**src/rtl/mem_port_arbiter_if.sv**
```systemverilog
// Bundle for the shared memory port: core and loader request channels, the
// boot override, the memory-side strobe/data and the owner indication.
interface mem_port_arbiter_if #(
    parameter int ADDR_W = 32,
    parameter int DATA_W = 32
);
    logic              c_req;
    logic              c_we;
    logic [ADDR_W-1:0] c_addr;
    logic [DATA_W-1:0] c_wdata;
    logic [DATA_W-1:0] c_rdata;
    logic              c_ack;

    logic              l_req;
    logic              l_we;
    logic [ADDR_W-1:0] l_addr;
    logic [DATA_W-1:0] l_wdata;
    logic [DATA_W-1:0] l_rdata;
    logic              l_ack;

    logic              boot;

    logic              m_en;
    logic              m_we;
    logic [ADDR_W-1:0] m_addr;
    logic [DATA_W-1:0] m_wdata;
    logic [DATA_W-1:0] m_rdata;

    logic [1:0]        owner;

    modport slave (
        input  c_req, c_we, c_addr, c_wdata,
        output c_rdata, c_ack,
        input  l_req, l_we, l_addr, l_wdata,
        output l_rdata, l_ack,
        input  boot,
        output m_en, m_we, m_addr, m_wdata,
        input  m_rdata,
        output owner
    );

    modport master (
        output c_req, c_we, c_addr, c_wdata,
        input  c_rdata, c_ack,
        output l_req, l_we, l_addr, l_wdata,
        input  l_rdata, l_ack,
        output boot,
        input  m_en, m_we, m_addr, m_wdata,
        output m_rdata,
        input  owner
    );
endinterface

```
**src/rtl/mem_port_arbiter.sv**
```systemverilog
// Two-requester arbiter (core / program loader) for the unified memory port,
// round-robin with boot override; every access completes with a one-cycle ack.
//
// state  | meaning
// IDLE   | evaluate requests, latch winner onto memory port, strobe m_en
// ACCESS | wait for write commit or MEM_LAT read cycles, capture read data
// DONE   | ack pulse to owner, requests ignored, release ownership
module mem_port_arbiter #(
    parameter int ADDR_W  = 32,
    parameter int DATA_W  = 32,
    parameter int MEM_LAT = 1
) (
    input  logic              clk,
    input  logic              reset,
    mem_port_arbiter_if.slave bus
);
    typedef enum logic [1:0] {
        IDLE   = 2'd0,
        ACCESS = 2'd1,
        DONE   = 2'd2
    } state_t;

    localparam logic [2:0] LAT = 3'(MEM_LAT);

    state_t            r_state,     w_state_nx;
    logic              r_m_en,      w_m_en_nx;
    logic              r_m_we,      w_m_we_nx;
    logic [ADDR_W-1:0] r_m_addr,    w_m_addr_nx;
    logic [DATA_W-1:0] r_m_wdata,   w_m_wdata_nx;
    logic [DATA_W-1:0] r_c_rdata,   w_c_rdata_nx;
    logic [DATA_W-1:0] r_l_rdata,   w_l_rdata_nx;
    logic              r_c_ack,     w_c_ack_nx;
    logic              r_l_ack,     w_l_ack_nx;
    logic [1:0]        r_owner,     w_owner_nx;
    logic              r_last_l,    w_last_l_nx;
    logic [2:0]        r_cnt,       w_cnt_nx;
    logic              w_core_req;
    logic              w_pick_l;
    logic              w_owner_l;

    assign w_core_req = bus.c_req & ~bus.boot;
    // Loader wins when it is alone, or on contention when the core won last.
    assign w_pick_l   = bus.l_req & ~(w_core_req & r_last_l);
    assign w_owner_l  = (r_owner == 2'b10);

    always_ff @(posedge clk or negedge reset) begin
        if (!reset) begin
            r_state   <= IDLE;
            r_m_en    <= 1'b0;
            r_m_we    <= 1'b0;
            r_m_addr  <= '0;
            r_m_wdata <= '0;
            r_c_rdata <= '0;
            r_l_rdata <= '0;
            r_c_ack   <= 1'b0;
            r_l_ack   <= 1'b0;
            r_owner   <= 2'b00;
            r_last_l  <= 1'b1;
            r_cnt     <= '0;
        end else begin
            r_state   <= w_state_nx;
            r_m_en    <= w_m_en_nx;
            r_m_we    <= w_m_we_nx;
            r_m_addr  <= w_m_addr_nx;
            r_m_wdata <= w_m_wdata_nx;
            r_c_rdata <= w_c_rdata_nx;
            r_l_rdata <= w_l_rdata_nx;
            r_c_ack   <= w_c_ack_nx;
            r_l_ack   <= w_l_ack_nx;
            r_owner   <= w_owner_nx;
            r_last_l  <= w_last_l_nx;
            r_cnt     <= w_cnt_nx;
        end
    end

    always_comb begin
        w_state_nx   = r_state;
        w_m_en_nx    = 1'b0;
        w_m_we_nx    = r_m_we;
        w_m_addr_nx  = r_m_addr;
        w_m_wdata_nx = r_m_wdata;
        w_c_rdata_nx = r_c_rdata;
        w_l_rdata_nx = r_l_rdata;
        w_c_ack_nx   = 1'b0;
        w_l_ack_nx   = 1'b0;
        w_owner_nx   = r_owner;
        w_last_l_nx  = r_last_l;
        w_cnt_nx     = r_cnt;

        case (r_state)
            IDLE: begin
                if (w_core_req || bus.l_req) begin
                    w_m_en_nx    = 1'b1;
                    w_m_we_nx    = w_pick_l ? bus.l_we    : bus.c_we;
                    w_m_addr_nx  = w_pick_l ? bus.l_addr  : bus.c_addr;
                    w_m_wdata_nx = w_pick_l ? bus.l_wdata : bus.c_wdata;
                    w_owner_nx   = w_pick_l ? 2'b10 : 2'b01;
                    w_last_l_nx  = w_pick_l;
                    w_cnt_nx     = '0;
                    w_state_nx   = ACCESS;
                end
            end
            ACCESS: begin
                if (r_m_we) begin
                    w_c_ack_nx = ~w_owner_l;
                    w_l_ack_nx = w_owner_l;
                    w_state_nx = DONE;
                end else if (r_cnt == LAT) begin
                    // Data is valid in cycle T+MEM_LAT; ack rises with the capture.
                    if (w_owner_l) w_l_rdata_nx = bus.m_rdata;
                    else           w_c_rdata_nx = bus.m_rdata;
                    w_c_ack_nx = ~w_owner_l;
                    w_l_ack_nx = w_owner_l;
                    w_state_nx = DONE;
                end else begin
                    w_cnt_nx = r_cnt + 3'd1;
                end
            end
            DONE: begin
                w_owner_nx = 2'b00;
                w_state_nx = IDLE;
            end
            default: begin
                w_owner_nx = 2'b00;
                w_state_nx = IDLE;
            end
        endcase
    end

    assign bus.m_en    = r_m_en;
    assign bus.m_we    = r_m_we;
    assign bus.m_addr  = r_m_addr;
    assign bus.m_wdata = r_m_wdata;
    assign bus.c_rdata = r_c_rdata;
    assign bus.l_rdata = r_l_rdata;
    assign bus.c_ack   = r_c_ack;
    assign bus.l_ack   = r_l_ack;
    assign bus.owner   = r_owner;
endmodule

```
**src/flat_wrapper.sv**
```systemverilog
// flat-port wrapper written by rule: the top's interface ports become plain ports
module mem_port_arbiter_flat 
#(
    parameter int ADDR_W  = 32,
    parameter int DATA_W  = 32,
    parameter int MEM_LAT = 1
)
  (clk, reset, bus_c_req, bus_c_we, bus_c_addr, bus_c_wdata, bus_c_rdata, bus_c_ack, bus_l_req, bus_l_we, bus_l_addr, bus_l_wdata, bus_l_rdata, bus_l_ack, bus_boot, bus_m_en, bus_m_we, bus_m_addr, bus_m_wdata, bus_m_rdata, bus_owner);
  mem_port_arbiter_if #(.ADDR_W(ADDR_W), .DATA_W(DATA_W)) bus_i ();
  input  logic clk;
  input  logic reset;
  input wire logic [$bits(bus_i.c_req)-1:0] bus_c_req;
  input wire logic [$bits(bus_i.c_we)-1:0] bus_c_we;
  input wire logic [$bits(bus_i.c_addr)-1:0] bus_c_addr;
  input wire logic [$bits(bus_i.c_wdata)-1:0] bus_c_wdata;
  output wire logic [$bits(bus_i.c_rdata)-1:0] bus_c_rdata;
  output wire logic [$bits(bus_i.c_ack)-1:0] bus_c_ack;
  input wire logic [$bits(bus_i.l_req)-1:0] bus_l_req;
  input wire logic [$bits(bus_i.l_we)-1:0] bus_l_we;
  input wire logic [$bits(bus_i.l_addr)-1:0] bus_l_addr;
  input wire logic [$bits(bus_i.l_wdata)-1:0] bus_l_wdata;
  output wire logic [$bits(bus_i.l_rdata)-1:0] bus_l_rdata;
  output wire logic [$bits(bus_i.l_ack)-1:0] bus_l_ack;
  input wire logic [$bits(bus_i.boot)-1:0] bus_boot;
  output wire logic [$bits(bus_i.m_en)-1:0] bus_m_en;
  output wire logic [$bits(bus_i.m_we)-1:0] bus_m_we;
  output wire logic [$bits(bus_i.m_addr)-1:0] bus_m_addr;
  output wire logic [$bits(bus_i.m_wdata)-1:0] bus_m_wdata;
  input wire logic [$bits(bus_i.m_rdata)-1:0] bus_m_rdata;
  output wire logic [$bits(bus_i.owner)-1:0] bus_owner;
  assign bus_i.c_req = bus_c_req;
  assign bus_i.c_we = bus_c_we;
  assign bus_i.c_addr = bus_c_addr;
  assign bus_i.c_wdata = bus_c_wdata;
  assign bus_c_rdata = bus_i.c_rdata;
  assign bus_c_ack = bus_i.c_ack;
  assign bus_i.l_req = bus_l_req;
  assign bus_i.l_we = bus_l_we;
  assign bus_i.l_addr = bus_l_addr;
  assign bus_i.l_wdata = bus_l_wdata;
  assign bus_l_rdata = bus_i.l_rdata;
  assign bus_l_ack = bus_i.l_ack;
  assign bus_i.boot = bus_boot;
  assign bus_m_en = bus_i.m_en;
  assign bus_m_we = bus_i.m_we;
  assign bus_m_addr = bus_i.m_addr;
  assign bus_m_wdata = bus_i.m_wdata;
  assign bus_i.m_rdata = bus_m_rdata;
  assign bus_owner = bus_i.owner;
  mem_port_arbiter #(.ADDR_W(ADDR_W), .DATA_W(DATA_W), .MEM_LAT(MEM_LAT)) u_core (.clk(clk), .reset(reset), .bus(bus_i));
endmodule
```
**config.mk**
```make
export PLATFORM = sky130hd
export DESIGN_NAME = mem_port_arbiter_flat
export DESIGN_NICKNAME = d
export VERILOG_FILES = /design/src/rtl/mem_port_arbiter_if.sv /design/src/rtl/mem_port_arbiter.sv /design/src/flat_wrapper.sv
export SDC_FILE = /design/constraint.sdc
export NUM_CORES = 1
export LEC_CHECK = 0
export ABC_CLOCK_PERIOD_IN_PS = 1800
export CAP_MARGIN = 20
export CORE_ASPECT_RATIO = 0.9
export CORE_UTILIZATION = 35
export CTS_BUF_LIST = sky130_fd_sc_hd__clkbuf_4 sky130_fd_sc_hd__clkbuf_8 sky130_fd_sc_hd__clkbuf_16
export CTS_CLUSTER_SIZE = 24
export DETAILED_ROUTE_END_ITERATION = 10
export PLACE_DENSITY_LB_ADDON = 0.05
export SETUP_SLACK_MARGIN = 0.02
export SLEW_MARGIN = 5
export SYNTH_ARGS = -nofsm -noshare
export SYNTH_HDL_FRONTEND = slang
export SYNTH_SLANG_ARGS = --single-unit
```
**constraint.sdc**
```tcl
create_clock -name clk -period 1.8 [get_ports clk]
set_input_delay 0.18 -clock clk [delete_from_list [all_inputs] [get_ports clk]]
set_output_delay 0.18 -clock clk [all_outputs]
set_load 0.01 [all_outputs]
```
# Word level (Yosys, flattened, before mapping)
# Cells that the tools add are included.
# totals
reg_bits,140
latchBits,0
ramBits,0
rom_bits,0
in_bits,167
out_inout_bits,134
elab_cells,59
memories,0
# classes
addsub,1
mul,0
div_mod_pow,0
order_cmp,0
n_eq_ne,7
shifts,0
muxes,22
n_bitwise,8
n_reduce_logical,9
# ops
op,n
$mux 32,2
$reduce_and 4->1,3
$mux 2,5
$mux 1,9
$mux 3,3
$pmux 2 s2,2
$pmux 3 s2,1
$reduce_and 2->1,3
$not 1->1,5
$ne 2x2->1 const B,2
$add 3x1->3 const B,1
$and 1x1->1,3
$eq 3x1->1 const B,1
$ne 3x1->1 const B,1
$eq 2x1->1 const B,1
$eq 2x2->1 const B,1
$logic_not 2->1,1
$ne 2x1->1 const B,1
$reduce_bool 2->1,1
$logic_or 1x1->1,1

# Depth between registers and ports, before layout
# logic_depth
depth_word,8
mapped_depth,6

# Worst setup path before layout
# Ideal clock, no wire load.
# synth_path
path_kind,flip-flop to flip-flop
from,register u_core.r_cnt[1]
to,"register u_core.r_l_rdata[10], in the netlist u_core.bus.l_rdata[10]"
setup_time_ns,0.125
arrival_ns,1.451
path_slack_ns,0.223
path_stages_with_launch,7
synth_period_minus_slack_ns,1.577
cell_sequence,dfrtp_1 -> inv_1 -> ha_1 -> and2b_1 -> nand3_4 -> buf_6 -> mux2_4
# synth_between
elab_chain_len,2
# synth_rtl
item,line_no,text
start: declaration,mem_port_arbiter.sv:36,"logic [2:0] r_cnt, w_cnt_nx;"
start signal: assignment,mem_port_arbiter.sv:72,r_cnt <= w_cnt_nx;
$eq 3x1->1,mem_port_arbiter.sv:108,end else if (r_cnt == LAT) begin
$reduce_and 4->1 (no source line),-,
end signal: assignment,mem_port_arbiter.sv:67,r_l_rdata <= w_l_rdata_nx;
end: declaration,mem_port_arbiter.sv:31,"logic [DATA_W-1:0] r_l_rdata, w_l_rdata_nx;"
# No other way between the ends.
# A chain may end at the register's enable or synchronous reset.

# Final worst setup path
# layout_path
from,"register u_core.r_m_we, in the netlist u_core.bus.m_we"
to,output bus_m_we
# layout_lines
item,line_no,text
start: declaration,mem_port_arbiter.sv:27,"logic r_m_we, w_m_we_nx;"
start signal: assignment,mem_port_arbiter.sv:63,r_m_we <= w_m_we_nx;
end: declaration,flat_wrapper.sv:26,output wire logic [$bits(bus_i.m_we)-1:0] bus_m_we;
# No word-level cell between the ends.

==> impl_metrics.tcl <==
set metrics [dict create \
    outcome "finished clean" \
    nFillCells 1273 \
    post-dp-hpwl_um 12270 \
    slew_violations 0 \
    synth_top_family_by_area "multiplexers" \
    worstRegToRegCells 6 \
    place_inst 918 \
    clk_latency_ps 410 \
    p_leak_nw 4.689 \
    antenna_left 0 \
    wl_per_cell_um 18.05 \
    synthCells 415 \
    rr_startpoint "u_core.r_cnt[1]$_DFFE_PN0P_" \
    cp.depth 2 \
    start_util_pct 35.81 \
    crit_type "flip-flop to primary output" \
    rr_endpoint "u_core.r_cnt[0]$_DFFE_PN0P_" \
    hold_violations 0 \
    synth_xor_area_share_pct 0 \
    drt_iter0_markers 220 \
    tightestPinTransition_ps 427.6 \
    ir_worst_vdd_v 0.0006994 \
    drt_pass1_iterations 4 \
    synth_nets 584 \
    portBuffers 300 \
    core_area_um2 16890 \
    max_stage_delay_ps 560 \
    synth.distinct_cells 31 \
    final_layout_size_suffix_gt1_share_pct 18.66 \
    skew_ps 7.280 \
    ctsHtreeMaxLevel 4 \
    vias 4788 \
    crit_family "buffers and inverters" \
    required_ps 1620 \
    mostFrequentLayoutCells "clkdlybuf4s50_1, dfrtp_1, and3_1, a221o_1, mux2_4" \
    period_minus_slack_ps 1700 \
    grt_pass1_wl_um 27440 \
    routed_via_density 5.008 \
    setup_viol 0 \
    numClockSinks 140 \
    syn-cell-area_um2 6050 \
    grt_pass1_vias 5204 \
    pin_count 301 \
    startpoint_type "flip-flop" \
    endpoint_kind "primary output" \
    synth-seq-cells 140 \
    synth_compound_area_share_pct 12.57 \
    setup_slack_ps 99.71 \
    cp_num_buf_inv 2 \
    ctsRootBufferMaster "clkbuf_16" \
    clockBufferDepth 2 \
    area_growth_pct 67.94 \
    max_freq_ghz 0.5881 \
    antenna_found_initial 0 \
    dp_slack_ps -104.5 \
    path_cells "buf_4, clkdlybuf4s50_1" \
    yosysWarningCount 0 \
    rsz0062_at_grt "true" \
    maxCapViolations 0 \
    arrival_ps 1520 \
    yosysSeqAreaShare_pct 57.93 \
    hold_path_class "input pin to async pin" \
    synthMuxAreaShare_pct 15.64 \
    final_common_cell "clkdlybuf4s50_1" \
    wirelength_um 17260 \
    grt_max_degree 65 \
    nets 902 \
    crit_slowest_cell "clkdlybuf4s50_1" \
    gr-usage-all-layers_pct 20.10 \
    cts.clk_slew.worst_paths_ps 60 \
    critical_path.endpoint "bus_m_we" \
    r2r_setup_slack_ps 110 \
    worstSetupStartpoint "u_core.bus.m_we$_DFFE_PN0P_" \
    finalCritPeriodShare_pct 94.46 \
    n_antenna_cell 0 \
    postSynthAreaPerCell_um2 14.58 \
    numCtsBuffers 17 \
    die_y_um 126.7 \
    drc_errors 0 \
    grt.overflow.total 0 \
    p_total_w 0.01759 \
    cts_tree "yes" \
    synthSimpleGateAreaFrac_pct 9.866 \
    synthAdderAreaFrac_pct 0.4137 \
    fin_cells 956 \
    die_w_um 140.6 \
    power_density_nw_per_um2 1731 \
    dieArea_um2 17820 \
    relSlewSlack_pct 71.49 \
    place.gp.congestion 0.7492 \
    worstPathMaxFanout 7 \
    rows 45 \
]
==> per-layer routing <==
| layer | part of all wire, % | wire (um) | global-route usage (%) | up-vias |
|---|---|---|---|---|
| li1 | - | - | - | 2231 |
| met1 | 42 | 7261 | 24.45 | 2321 |
| met2 | 48 | 8333 | 33.32 | 205 |
| met3 | 7.1 | 1225 | 5.776 | 31 |
| met4 | 2.5 | 438 | 8.824 | 0 |
| met5 | 0 | 0 | 0 | - |
==> through the flow <==
stage,area [um^2],hold slack [ps],setup TNS [ps],utilization [%]
floorplan,6050,-115.6,0,-
finish,10160,238.9,0,60.15
detailed placement,9462,122.3,-4346,56.01
global route,10160,260.7,0,60.15
global placement,9462,117.9,-3281,56.01
CTS,10110,247.1,0,59.86
==> worst min path at each step <==
stage	from	end	slack, ps	cells after the start
5_1_grt	reset	u_core.bus.l_rdata[18]$_DFFE_PN0P_	260	2
2_1_floorplan	reset	u_core.bus.c_ack$_DFF_PN0_	-120	0
3_3_place_gp	reset	u_core.bus.l_rdata[18]$_DFFE_PN0P_	120	1
6_report	reset	u_core.bus.l_rdata[18]$_DFFE_PN0P_	240	2
4_1_cts	reset	u_core.bus.c_rdata[18]$_DFFE_PN0P_	250	2
3_5_place_dp	reset	u_core.bus.c_rdata[18]$_DFFE_PN0P_	120	1
==> cell families after synthesis <==
logic type / after synthesis
multiplexers: 64
buffers and inverters: 41
adder cells (fa/ha/maj): 2
AO/OA/AOI/OAI: 77
flip-flops: 140
AND/OR/NAND/NOR: 91
==> Yosys cell counts <==
master	n	area [um^2]
a221o_1	65	650.6
dfrtp_1	139	3478
dfstp_2	1	26.28
clkbuf_1	17	63.81
buf_6	6	67.56
a21o_1	2	15.01
nor2_1	5	18.77
mux2_2	4	45.04
nand2_1	3	11.26
a31o_2	1	8.760
a21oi_1	2	10.01
nand3_4	2	35.03
nand2b_1	5	31.28
o221ai_1	3	26.28
a32o_1	1	10.01
nor4b_2	1	15.01
and2b_1	1	7.510
ha_1	2	25.02
or4_1	3	22.52
inv_1	6	22.52
nor3b_4	1	18.77
o21a_1	1	7.510
buf_4	1	7.510
o21ai_1	1	5.000
a2111oi_4	1	27.53
nor2b_1	2	12.51
nor3b_1	1	7.510
buf_2	11	55.05
and3_1	65	406.6
nor3_1	2	10.01
mux2_4	60	900.9
==> worst register-to-register path, delay by kind of cell (launching register included) <==
| family | cells | cell delay (ps) |
|---|---|---|
| AOI/OAI and AO/OA | 1 | 90 |
| adders and majority gates | 1 | 180 |
| buffers and inverters | 2 | 240 |
| DFF | 1 | 370 |
| and+or+nand+nor | 2 | 730 |
==> state kept, by name, summed over array words and instances, names as in the netlist <==
| name | cells |
|---|---|
| u_core.bus.owner | 2 |
| u_core.bus.c_rdata | 32 |
| u_core.bus.c_ack | 1 |
| u_core.bus.m_en | 1 |
| u_core.bus.m_addr | 32 |
| u_core.bus.l_rdata | 32 |
| u_core.bus.m_wdata | 32 |
| u_core.r_last_l | 1 |
| u_core.bus.l_ack | 1 |
| u_core.r_cnt | 3 |
| u_core.r_state | 2 |
| u_core.bus.m_we | 1 |
==> layout make-up <==
| type | instances | area (um^2) | share of cell area [%] |
|---|---|---|---|
| Timing Repair Buffer | 333 | 3367 | 33.14 |
| Clock inverter | 5 | 102.6 | 1.010 |
| Multi-Input combinational cell | 235 | 2362 | 23.25 |
| Inverter | 6 | 22.52 | 0.2217 |
| Clock buffer | 26 | 536.8 | 5.283 |
| Sequential cell | 140 | 3505 | 34.50 |
| Tap cell | 211 | 264.0 | 2.599 |
==> power by group <==
part	internal (W)	switching (W)	total (W)
registers	0.00473	0.000946	0.00567
logic	0.00513	0.00308	0.00821
clock network	0.00246	0.00124	0.00370
total	0.0123	0.00527	0.0176
==> timing repair <==
item,in CTS,in global routing
gates resized for setup,0,1
hold endpoints to repair,38,0
endpoints found under the setup margin,0,30
hold buffers,1,0
setup buffers,0,5
Power figures use the tool's default switching activity.
